### config.mk
export PLATFORM = sky130hd
export DESIGN_NAME = vend_ctrl
export DESIGN_NICKNAME = d
export VERILOG_FILES = /design/src/rtl/vend_ctrl.sv
export SDC_FILE = /design/constraint.sdc
export NUM_CORES = 1
export LEC_CHECK = 0
export ABC_CLOCK_PERIOD_IN_PS = 8600
export CAP_MARGIN = 20
export CORE_ASPECT_RATIO = 1.2
export CORE_MARGIN = 3
export CORE_UTILIZATION = 35
export DETAILED_ROUTE_END_ITERATION = 10
export GPL_TIMING_DRIVEN = 0
export SLEW_MARGIN = 20
export SYNTH_ARGS = -nofsm -noshare
export SYNTH_HDL_FRONTEND = slang
export SYNTH_SLANG_ARGS = --single-unit
### constraint.sdc
create_clock -name sys_clk -period 8.6 [get_ports sys_clk]
set_input_delay 2.15 -clock sys_clk [delete_from_list [all_inputs] [get_ports sys_clk]]
set_output_delay 2.15 -clock sys_clk [all_outputs]
set_load 0.02 [all_outputs]
### src/rtl/vend_ctrl.sv
`default_nettype none
// ============================================================================
// Module      : vend_ctrl
// Description : Vending transaction controller: credit tracking against a
//               price table, vend pulse, greedy coin-by-coin change, timeout
//               refund. Optional per-item stock tracking under VEND_STOCK_EN.
// Revision    : 1.0 - initial release
// ============================================================================
module vend_ctrl #(
    parameter  int NUM_GOODS   = 16,
    parameter  int MONEY_W     = 7,
    parameter  int MAX_CREDIT  = 99,
    parameter  int CHG_D2      = 10,
    parameter  int CHG_D1      = 5,
    parameter  int CHG_D0      = 1,
    parameter  int TIMEOUT_CYC = 1500000000,
    parameter  int STOCK_INIT  = 8,
    localparam int IDX_W       = (NUM_GOODS > 1) ? $clog2(NUM_GOODS) : 1
) (
    input  logic                         sys_clk,
    input  logic                         sys_rst,
    input  logic                         sel_valid,
    input  logic [IDX_W-1:0]             sel_idx,
    input  logic                         coin_valid,
    input  logic [MONEY_W-1:0]           coin_val,
    input  logic                         confirm,
    input  logic                         cancel,
    input  logic [NUM_GOODS*MONEY_W-1:0] price_tbl,
    input  logic                         change_ready,
    input  logic                         stock_restock,
    output logic [IDX_W-1:0]             goods_index,
    output logic [MONEY_W-1:0]           money,
    output logic                         enough_flag,
    output logic [1:0]                   money_flag,
    output logic                         vend_valid,
    output logic [IDX_W-1:0]             vend_idx,
    output logic                         change_valid,
    output logic [MONEY_W-1:0]           change_coin,
    output logic                         coin_reject,
    output logic                         sold_out,
    output logic                         busy
);

    localparam int TO_W = (TIMEOUT_CYC > 2) ? $clog2(TIMEOUT_CYC) : 1;
    localparam logic [TO_W-1:0]    c_to_last    = TO_W'(TIMEOUT_CYC - 1);
    localparam logic [MONEY_W:0]   c_max_credit = (MONEY_W+1)'(MAX_CREDIT);
    localparam logic [IDX_W:0]     c_num_goods  = (IDX_W+1)'(NUM_GOODS);
    localparam logic [MONEY_W-1:0] c_d2         = MONEY_W'(CHG_D2);
    localparam logic [MONEY_W-1:0] c_d1         = MONEY_W'(CHG_D1);
    localparam logic [MONEY_W-1:0] c_d0         = MONEY_W'(CHG_D0);

    typedef enum logic [1:0] {
        ST_IDLE   = 2'd0,
        ST_SEL    = 2'd1,
        ST_VEND   = 2'd2,
        ST_CHANGE = 2'd3
    } state_t;

    state_t             r_state, w_state_nx;
    logic [MONEY_W-1:0] r_money, w_money_nx, w_credit, w_price;
    logic [MONEY_W:0]   w_sum;
    logic [IDX_W-1:0]   r_goods_index, w_goods_nx, r_vend_idx;
    logic [MONEY_W-1:0] r_change_coin;
    logic               r_vend_valid, r_change_valid, r_coin_reject, r_sold_out;
    logic [TO_W-1:0]    r_to_cnt;
    logic               w_open, w_coin_acc, w_sel_hit, w_empty, w_enough;
    logic               w_run, w_evt, w_timeout;
    logic [MONEY_W-1:0] w_price_arr [NUM_GOODS];

    function automatic logic [MONEY_W-1:0] f_greedy(input logic [MONEY_W-1:0] rem);
        if (rem >= c_d2) return c_d2;
        if (rem >= c_d1) return c_d1;
        return c_d0;
    endfunction

    for (genvar gp = 0; gp < NUM_GOODS; gp++) begin : g_price
        assign w_price_arr[gp] = price_tbl[gp*MONEY_W +: MONEY_W];
    end

    assign w_price    = w_price_arr[r_goods_index];
    assign w_enough   = (r_money >= w_price);
    assign w_open     = (r_state == ST_IDLE) || (r_state == ST_SEL);
    // Extra bit keeps the saturation check free of wrap-around.
    assign w_sum      = {1'b0, r_money} + {1'b0, coin_val};
    assign w_coin_acc = coin_valid && w_open && (w_sum <= c_max_credit);
    assign w_credit   = w_coin_acc ? w_sum[MONEY_W-1:0] : r_money;
    assign w_sel_hit  = sel_valid && w_open && !cancel && !confirm &&
                        ({1'b0, sel_idx} < c_num_goods);
    assign w_run      = (r_state == ST_SEL) || ((r_state == ST_IDLE) && (r_money != '0));
    assign w_evt      = sel_valid || coin_valid || confirm;
    assign w_timeout  = w_run && !w_evt && (r_to_cnt == c_to_last);

`ifdef VEND_STOCK_EN
    localparam int STK_W = $clog2(STOCK_INIT + 1);
    localparam logic [STK_W-1:0] c_stock_init = STK_W'(STOCK_INIT);
    logic [NUM_GOODS-1:0] w_empty_vec;

    for (genvar gi = 0; gi < NUM_GOODS; gi++) begin : g_stock
        logic [STK_W-1:0] r_stock;
        always_ff @(posedge sys_clk or posedge sys_rst) begin
            if (sys_rst) begin
                r_stock <= c_stock_init;
            end else if (stock_restock) begin
                r_stock <= c_stock_init;
            end else if (r_vend_valid && (r_vend_idx == IDX_W'(gi)) && (r_stock != '0)) begin
                r_stock <= r_stock - 1'b1;
            end
        end
        assign w_empty_vec[gi] = (r_stock == '0);
    end
    assign w_empty = w_empty_vec[sel_idx];
`else
    logic w_unused_restock;
    assign w_unused_restock = stock_restock;
    assign w_empty          = 1'b0;
`endif

    always_comb begin
        w_state_nx = r_state;
        w_money_nx = r_money;
        w_goods_nx = r_goods_index;
        case (r_state)
            ST_IDLE, ST_SEL: begin
                w_money_nx = w_credit;
                if (cancel || w_timeout) begin
                    w_state_nx = (w_credit != '0) ? ST_CHANGE : ST_IDLE;
                end else if (confirm) begin
                    // Affordability is judged on credit before any same-cycle coin.
                    if ((r_state == ST_SEL) && w_enough) w_state_nx = ST_VEND;
                end else if (w_sel_hit && !w_empty) begin
                    w_state_nx = ST_SEL;
                    w_goods_nx = sel_idx;
                end
            end
            ST_VEND: begin
                w_money_nx = w_enough ? (r_money - w_price) : '0;
                w_state_nx = (w_money_nx != '0) ? ST_CHANGE : ST_IDLE;
            end
            ST_CHANGE: begin
                if (r_change_valid && change_ready) begin
                    w_money_nx = r_money - r_change_coin;
                    if (w_money_nx == '0) w_state_nx = ST_IDLE;
                end else if (r_money == '0) begin
                    w_state_nx = ST_IDLE;
                end
            end
            default: w_state_nx = ST_IDLE;
        endcase
    end

    always_ff @(posedge sys_clk or posedge sys_rst) begin
        if (sys_rst) begin
            r_state        <= ST_IDLE;
            r_money        <= '0;
            r_goods_index  <= '0;
            r_vend_valid   <= 1'b0;
            r_vend_idx     <= '0;
            r_change_valid <= 1'b0;
            r_change_coin  <= '0;
            r_coin_reject  <= 1'b0;
            r_sold_out     <= 1'b0;
            r_to_cnt       <= '0;
        end else begin
            r_state        <= w_state_nx;
            r_money        <= w_money_nx;
            r_goods_index  <= w_goods_nx;
            r_vend_valid   <= (w_state_nx == ST_VEND);
            if (w_state_nx == ST_VEND) r_vend_idx <= r_goods_index;
            // Coin follows the remaining amount, so it is stable while ready is low.
            r_change_valid <= (w_state_nx == ST_CHANGE);
            r_change_coin  <= (w_state_nx == ST_CHANGE) ? f_greedy(w_money_nx) : '0;
            r_coin_reject  <= coin_valid && !w_coin_acc;
            r_sold_out     <= w_sel_hit && w_empty;
            r_to_cnt       <= (!w_run || w_evt || w_timeout) ? '0 : r_to_cnt + 1'b1;
        end
    end

    always_comb begin
        money_flag = 2'b00;
        case (r_state)
            ST_IDLE:   money_flag = 2'b00;
            ST_SEL:    money_flag = w_enough ? 2'b10 : 2'b01;
            ST_VEND:   money_flag = 2'b10;
            ST_CHANGE: money_flag = 2'b11;
            default:   money_flag = 2'b00;
        endcase
    end

    assign enough_flag  = (r_state == ST_SEL) && w_enough;
    assign busy         = (r_state == ST_VEND) || (r_state == ST_CHANGE);
    assign goods_index  = r_goods_index;
    assign money        = r_money;
    assign vend_valid   = r_vend_valid;
    assign vend_idx     = r_vend_idx;
    assign change_valid = r_change_valid;
    assign change_coin  = r_change_coin;
    assign coin_reject  = r_coin_reject;
    assign sold_out     = r_sold_out;

endmodule
`default_nettype wire

# Word-level counts from Yosys, hierarchy flattened
# Index checks and enable logic that the tools add are counted.
op_classes:
  addsub: 4
  multipliers: 0
  div_mod_pow: 0
  magnitude_cmp: 5
  eq_ne: 6
  shift: 0
  n_mux: 28
  bitwise_logic: 3
  reduce_logical: 32
ops:
  columns: ["op", "count"]
  rows:
  - ["$mux 7", 10]
  - ["$add 31x1->31 const B", 1]
  - ["$eq 31x31->1 const B", 1]
  - ["$mux 31", 1]
  - ["$bmux 7 s4", 1]
  - ["$pmux 7 s3", 1]
  - ["$reduce_bool 7->1", 3]
  - ["$mux 2", 10]
  - ["$logic_not 7->1", 2]
  - ["$sub 7x7->7", 2]
  - ["$logic_and 1x1->1", 11]
  - ["$add 7x7->8", 1]
  - ["$eq 2x2->1 const B", 4]
  - ["$le 8x7->1 const B", 1]
  - ["$logic_or 1x1->1", 8]
  - ["$pmux 2 s4", 1]
  - ["$ge 7x3->1 const B", 1]
  - ["$ge 7x4->1 const B", 1]
  - ["$ge 7x7->1", 1]
  - ["$pmux 2 s3", 1]
  - ["$ge 5x5->1 const B", 1]
  - ["$logic_not 1->1", 5]
  - ["$not 4->5", 1]
  - ["$reduce_and 4->1", 1]
  - ["other kinds (5)", 8]
totals:
  reg_bits: 58
  latch_bits: 0
  mem_bits_rw: 0
  mem_bits_ro: 0
  inputBits: 131
  elab_cells: 87
  n_memories: 0

# Depth between registers and ports, before layout
# Gate-level depths: netlist (run 1).
depth:
  word_depth: 13
  depth_mapped: 13

# Least setup slack after synthesis (run 1)
# OpenSTA, ideal clock, no wires.
synth_path:
  kind: "input-to-output"
  from: "input port price_tbl[105]"
  to: "output port money_flag[1]"
  arrival_time_ps: 4929
  required_ps: 6450
  slack_ps: 1521
  path_stages: 9
  path_buffers: 0
  cell_sequence: "mux4_2 -> mux4_2 -> ha_1 -> nand2b_1 -> a211oi_1 -> o31ai_1 -> a21oi_1 -> nor3b_1 -> or2_2"
synth_via:
  elab_chain_cells: 6
synth_lines:
  columns: ["item", "line_no", "source"]
  rows:
  - ["start: declaration", "28", "input logic [NUM_GOODS*MONEY_W-1:0] price_tbl,"]
  - ["$bmux 7 s4", "80", "assign w_price = w_price_arr[r_goods_index];"]
  - ["$mux 7 (implied by the code) (2 in a row)", "80", null]
  - ["$ge 7x7->1", "81", "assign w_enough = (r_money >= w_price);"]
  - ["$mux 2", "182", "ST_SEL: money_flag = w_enough ? 2'b10 : 2'b01;"]
  - ["$pmux 2 s4", "180", "case (r_state)"]
  - ["end: declaration", "34", "output logic [1:0] money_flag,"]
# No other way between the ends. The select of a mux whose other input is x is not followed.

# Worst setup path after layout (run 1)
layout_path:
  from: "input port price_tbl[77]"
  to: "output port money_flag[1]"
# Same word-level chain as after synthesis.

==> reports/qor.csv, run 1 <==
metric,value,unit
clkTransAtPathRegs,0.07,ns
avgSynthCellArea,9.95,µm²
netlist_top_cells_area,"dfrtp_1 (29%), mux4_2 (17%), ha_1 (5.4%)",
cts_hold_buffers,0,
max-clock-path-buffers,2,
internal_power,0.00116,W
slew_headroom,43.5,%
netlist_area,0.00467,mm²
grt_max_degree,55,
cts_sinks,54,
fin_crit,8.17,ns
rsz0062_at_grt,false,
pwr-share-comb,74.1,%
critPathRequiredTime,6.45,ns
fin_skew,0.00723,ns
yosysWarnings,0,
io_pins,161,
ys_dominant_reg_cell,dfrtp_1,
yosysSeqAreaShare,29.0,%
numCtsBuffers,5,
worstMarginPinSlew,0.847,ns
swShare,46.5,%
initial_core_util,36.4,%
setup_viol,0,
initialDrtViolationCount,240,
async_reset_ff_share,100,%
dp.final_hpwl,11.5,mm
layout.nets,788,
setup-tns-final,0,ns
portBuffers,155,
drc,0,
grt_pass1_wl,23.0,mm
fmax,122,MHz
cts_resized,0,
worstSetupPathType,in2out,
netlist_instances,469,
viasPerCell,5.46,
yosysTopAreaCell,dfrtp_1,
place_inst,791,
cp_max_fo,8,
fp.dieArea,0.0148,mm²
ant_nets,0,
die_width,111,µm
ir_drop,0.199,mV
clock_latency,0.29,ns
ys_ff_latch,54,
tritoncts,yes,
grt_overflow,0,
fin_crit_sh,95.0,%
coreArea,0.0128,mm²
maxCapViolCount,0,
power_leakage,2.58,nW
routed_wirelength,14.0,mm
seqPwrFrac,16.9,%
maxSlewViolCount,0,
end_kind,primary output,
hold_class,reg2reg,
firstDrtPassIters,5,
final_cell_mix,"clkdlybuf4s50_1 (155), dfrtp_1 (54), nor2_1 (51), mux4_2 (35), nand2_1 (24)",
layout.cells.non_filler,798,
power.share.clock,9.0,%
synth_edf_count,0,
num_vias,4357,
die_h,132,µm
place.gp.congestion,0.907,
outcome,completed,
final_common_cell,clkdlybuf4s50_1,
crit_path_start_kind,input pin,
num_rows,45,
antenna_cells,0,
cts_root_buffer,clkbuf_16,
first_global_vias,4622,
finalHoldViolCount,0,
cts_setup_buffers,0,
wl_per_cell,17.5,µm
crit_arrival,6.02,ns
ys_types,66,
p_switching,0.00101,W
grt.total_usage,19.0,%
cts-htree-levels,2,
antenna_found_initial,0,
drive_above_1_share,11.4,%
synth.top_cell.area_share,29.0,%
area_growth,40.9,%
power_density,331,mW/mm²
worst paths after layout:
path                                  end  depth (start not counted)            from  slack [ns]
min in group asynchronous      vend_valid                          2         sys_rst        2.32
setup reg to reg           change_coin[2]                         12  goods_index[0]        3.55
max in group asynchronous     r_to_cnt[5]                          2         sys_rst        5.83
hold reg to reg               r_to_cnt[0]                          1     r_to_cnt[0]        0.51
hold / removal                r_to_cnt[0]                          1     r_to_cnt[0]        0.51
setup / recovery            money_flag[1]                         11   price_tbl[77]        0.43
layer usage:
metal | vias up | GRT usage (%) | part of all wire, %
li1 | 2095 | - | -
met1 | 2100 | 23.7 | 41
met2 | 141 | 33.7 | 51
met3 | 21 | 3.75 | 6.3
met4 | 0 | 4.80 | 2.2
met5 | - | 0 | 0
per-stage QoR:
step	area, µm²	worst slack [ns]	power, W	hold WS, ns	util, %
floorplan	4680	1.52	0.00151	0.455	-
global placement	6430	0.470	0.00195	0.480	50.1
finish	6580	0.426	0.00217	0.505	51.2
CTS	6580	0.406	0.00218	0.506	51.2
global route	6580	0.141	0.00236	0.528	51.2
detailed placement	6440	0.430	0.00197	0.496	50.1
cell families (layout without fill, tap and decap cells):
logic type      Yosys count  count (layout)  synth area share [%]
other cells               1               4                0.0804
buf+inv                  48             210                  4.40
mux                      46              46                  19.5
xor+xnor                 38              38                  7.13
fa+ha+maj                23              23                  6.65
simple gates            172             172                  19.4
compound gates           87              87                  13.9
flops                    54              54                  29.0
worst max-delay path, cell delays in order:
cell	delay, ns
clkdlybuf4s50_1	0.41
mux4_2	0.46
mux4_2	0.50
ha_1	0.34
nand2b_1	0.16
a211oi_1	0.25
o31ai_1	0.13
a21oi_1	0.57
nor3b_1	0.17
or2_2	0.31
clkdlybuf4s50_1	0.56
synthesized netlist by cell type (3+ instances only):
cell,number
a211oi_1,5
a21o_1,6
a21oi_1,14
and2_1,4
and3_1,8
buf_1,5
buf_4,6
clkbuf_1,12
dfrtp_1,54
fa_1,3
ha_1,20
inv_1,23
mux2_2,8
mux2i_1,3
mux4_2,35
nand2_1,24
nand2b_1,5
nand3_1,20
nand4_1,10
nor2_1,51
nor2b_1,3
nor3_1,10
nor3b_1,3
nor4_1,5
nor4b_1,4
o211a_1,3
o211ai_1,4
o21a_1,5
o21ai_0,17
o311ai_0,4
o31ai_1,3
or2_2,5
or3_1,7
xnor2_1,16
xor2_1,22
flip-flops by register name, indices dropped and copies added, names as in the netlist:
register	flops
r_to_cnt	31
money	7
goods_index	4
vend_idx	4
change_coin	3
r_state	2
change_valid	1
coin_reject	1
vend_valid	1
power groups by stage:
stage	Combinational [W]	Sequential [W]	Clock [W]
4_1_cts	0.00161	0.000368	0.000202
6_report	0.00161	0.000368	0.000195
3_3_place_gp	0.00158	0.000371	0
5_1_grt	0.00177	0.000376	0.000211
2_1_floorplan	0.00111	0.000397	0
3_5_place_dp	0.00160	0.000372	0
final cells by class:
| cell class | count | area [µm²] |
|---|---|---|
| Buffer | 25 | 119 |
| Inverter | 23 | 88.8 |
| Fill cell | 1216 | 6260 |
| Sequential cell | 54 | 1350 |
| Tap cell | 164 | 205 |
| Clock buffer | 5 | 125 |
| Timing Repair Buffer | 155 | 1550 |
| Clock inverter | 2 | 13.8 |
| Multi-Input combinational cell | 370 | 3120 |
No activity file was read; power rests on OpenSTA's default activity.
==> run 2, diff against run 1 <==
Settings changed: CELL_PAD_IN_SITES_DETAIL_PLACEMENT from default to 1, CELL_PAD_IN_SITES_GLOBAL_PLACEMENT from default to 1, CORE_ASPECT_RATIO 1.2 to 1.1, PLACE_DENSITY_LB_ADDON from default to 0.1, RECOVER_POWER from default to 100.
==> run 2 against run 1 <==
- the run now ends with max-capacitance violations, max-slew violations left
- sequential power is essentially flat
- design area is essentially flat
- clock skew grew 0.0062 ns
- hold slack lost 0.00059 ns
- critical endpoint unchanged
- largest cell class unchanged
- highest routed layer unchanged
- largest power group unchanged
==> reports/qor.csv, run 2 (same netlist as run 1, synthesis figures left out) <==
metric,value,unit,change
outcome,"complete, but fails checks",,
violations,"max-capacitance violations, max-slew violations",,
slew_headroom,-65.8,%,-110 points
grt.total_usage,23.0,%,+4.0 points
hold_class,reg2reg,,
setup-tns-final,0,ns,unchanged
num_vias,4461,,+2.4%
num_rows,43,,-4.4%
pwr-share-comb,73.6,%,-0.5 points
hold_path.startpoint,vend_idx[1],,
fmax,121,MHz,-1.2%
seqPwrFrac,16.7,%,-0.2 points
cts-htree-levels,2,,unchanged
grt_overflow,0,,unchanged
wl_per_cell,20.8,µm,+19%
swShare,47.9,%,+1.4 points
coreArea,0.0128,mm²,-0.25%
firstDrtPassIters,4,,-1
r2r_start,goods_index[0],,
cts_setup_buffers,0,,unchanged
viasPerCell,5.63,,+3.0%
clock_latency,0.30,ns,about the same
whs_path_depth,1,,unchanged
ant_nets,0,,unchanged
initial_core_util,36.4,%,+0.092 points
grt_max_degree,55,,unchanged
antenna_found_initial,1,,+1
crit_arrival,6.13,ns,+0.11 ns
final_common_cell,clkdlybuf4s50_1,,
first_global_vias,5011,,+8.4%
crit_path_start_kind,input pin,,
maxCapViolCount,1,,+1
fin_crit_sh,96.2,%,+1.2 points
ir_drop,0.137,mV,-31%
numCtsBuffers,5,,unchanged
die_h,127,µm,-4.1%
cts_hold_buffers,0,,unchanged
maxSlewViolCount,55,,+55
design_area,0.00657,mm²,about the same
max-clock-path-buffers,2,,unchanged
io_pins,161,,unchanged
drive_above_1_share,11.0,%,-0.33 points
fin_crit,8.28,ns,+0.103 ns
regMostFlops,r_to_cnt,,
multi_input_area,0.00311,mm²,-0.36%
cts_resized,0,,unchanged
drc,0,,unchanged
cts_root_buffer,clkbuf_16,,
fill_cells,1448,,+19%
power.share.clock,9.6,%,+0.6 points
layout.nets,788,,unchanged
cp_max_fo,8,,unchanged
end_kind,primary output,,
power_density,335,mW/mm²,+1.4%
routed_wirelength,16.5,mm,+18%
place.gp.congestion,0.888,,-2.1%
power_leakage,2.61,nW,+1.4%
area_growth,40.8,%,about the same
portBuffers,155,,unchanged
final_cell_mix,"clkdlybuf4s50_1 (128), dfrtp_1 (54), nor2_1 (51), mux4_2 (35), dlygate4sd3_1 (27)",,
p_switching,0.00106,W,+4.5%
worstMarginPinSlew,2.47,ns,+1.63 ns
clkTransAtPathRegs,0.07,ns,about the same
tritoncts,yes,,
die_width,116,µm,+4.2%
cts_sinks,54,,unchanged
initialDrtViolationCount,244,,+1.7%
fin_skew,0.0135,ns,+0.00625 ns
largest_register_ffs,31,,unchanged
grt_pass1_wl,26.7,mm,+16%
seq_area,0.00135,mm²,unchanged
worst_hold_slack,0.504,ns,-0.000588 ns
critPathRequiredTime,6.45,ns,about the same
internal_power,0.00115,W,-1.4%
setup_viol,0,,unchanged
worstSetupPathType,in2out,,
crit_start,price_tbl[28],,
placed_cell_area,0.00643,mm²,-0.14%
rsz0062_at_grt,false,,
finalHoldViolCount,0,,unchanged
total_power,0.00220,W,+1.4%
dp.final_hpwl,13.7,mm,+20%
reg2reg_depth,13,,+1
fp.dieArea,0.0148,mm²,about the same
-- run 2: area by class of cell --
type | count | share of cell area, %
Clock inverter | 3 | 0.419
Buffer | 25 | 1.81
Multi-Input combinational cell | 370 | 47.3
Clock buffer | 5 | 1.90
Inverter | 23 | 1.33
Timing Repair Buffer | 155 | 23.6
Antenna cell | 1 | 0.0381
Tap cell | 157 | 2.99
Sequential cell | 54 | 20.6
-- run 2: worst paths after layout --
kind                                   to  slack [ns]
min reg2reg                   vend_idx[1]        0.50
min                           vend_idx[1]        0.50
max                         money_flag[1]        0.32
max in group asynchronous        money[1]        4.50
max reg2reg                change_coin[1]        3.18
min in group asynchronous    r_to_cnt[14]        2.99
-- run 2: power groups by stage --
stage	sequential (W)	combinational, W	clock, W
floorplan	0.000397	0.00111	0
global placement	0.000376	0.00160	0
detailed placement	0.000376	0.00164	0
CTS	0.000372	0.00165	0.000217
global route	0.000377	0.00179	0.000229
finish	0.000369	0.00162	0.000212
-- run 2: metrics by stage --
stage / utilization (%) / cells / worst slack (ns)
global route: 51.3 / 793 / 0.145
CTS: 51.4 / 792 / 0.342
finish: 51.3 / 793 / 0.323
floorplan: - / 472 / 1.52
detailed placement: 50.2 / 784 / 0.369
global placement: 50.2 / 784 / 0.417
-- run 2: metal layers --
metal  GRT usage [%]  vias up  wire length (µm)
met5               0        -                 0
met4            5.46        0               321
met3            5.26       23               980
met2            40.9      105              8610
met1            28.0     2246              6590
li1                -     2087                 -
-- run 2: worst max-delay path, cell delays in order --
cell,delay (ns)
clkdlybuf4s50_1,0.42
mux4_2,0.46
mux4_2,0.52
ha_1,0.33
nand2b_1,0.16
a211oi_1,0.28
o31ai_1,0.15
a21oi_1,0.56
nor3b_1,0.20
or2_2,0.31
clkdlybuf4s50_1,0.57
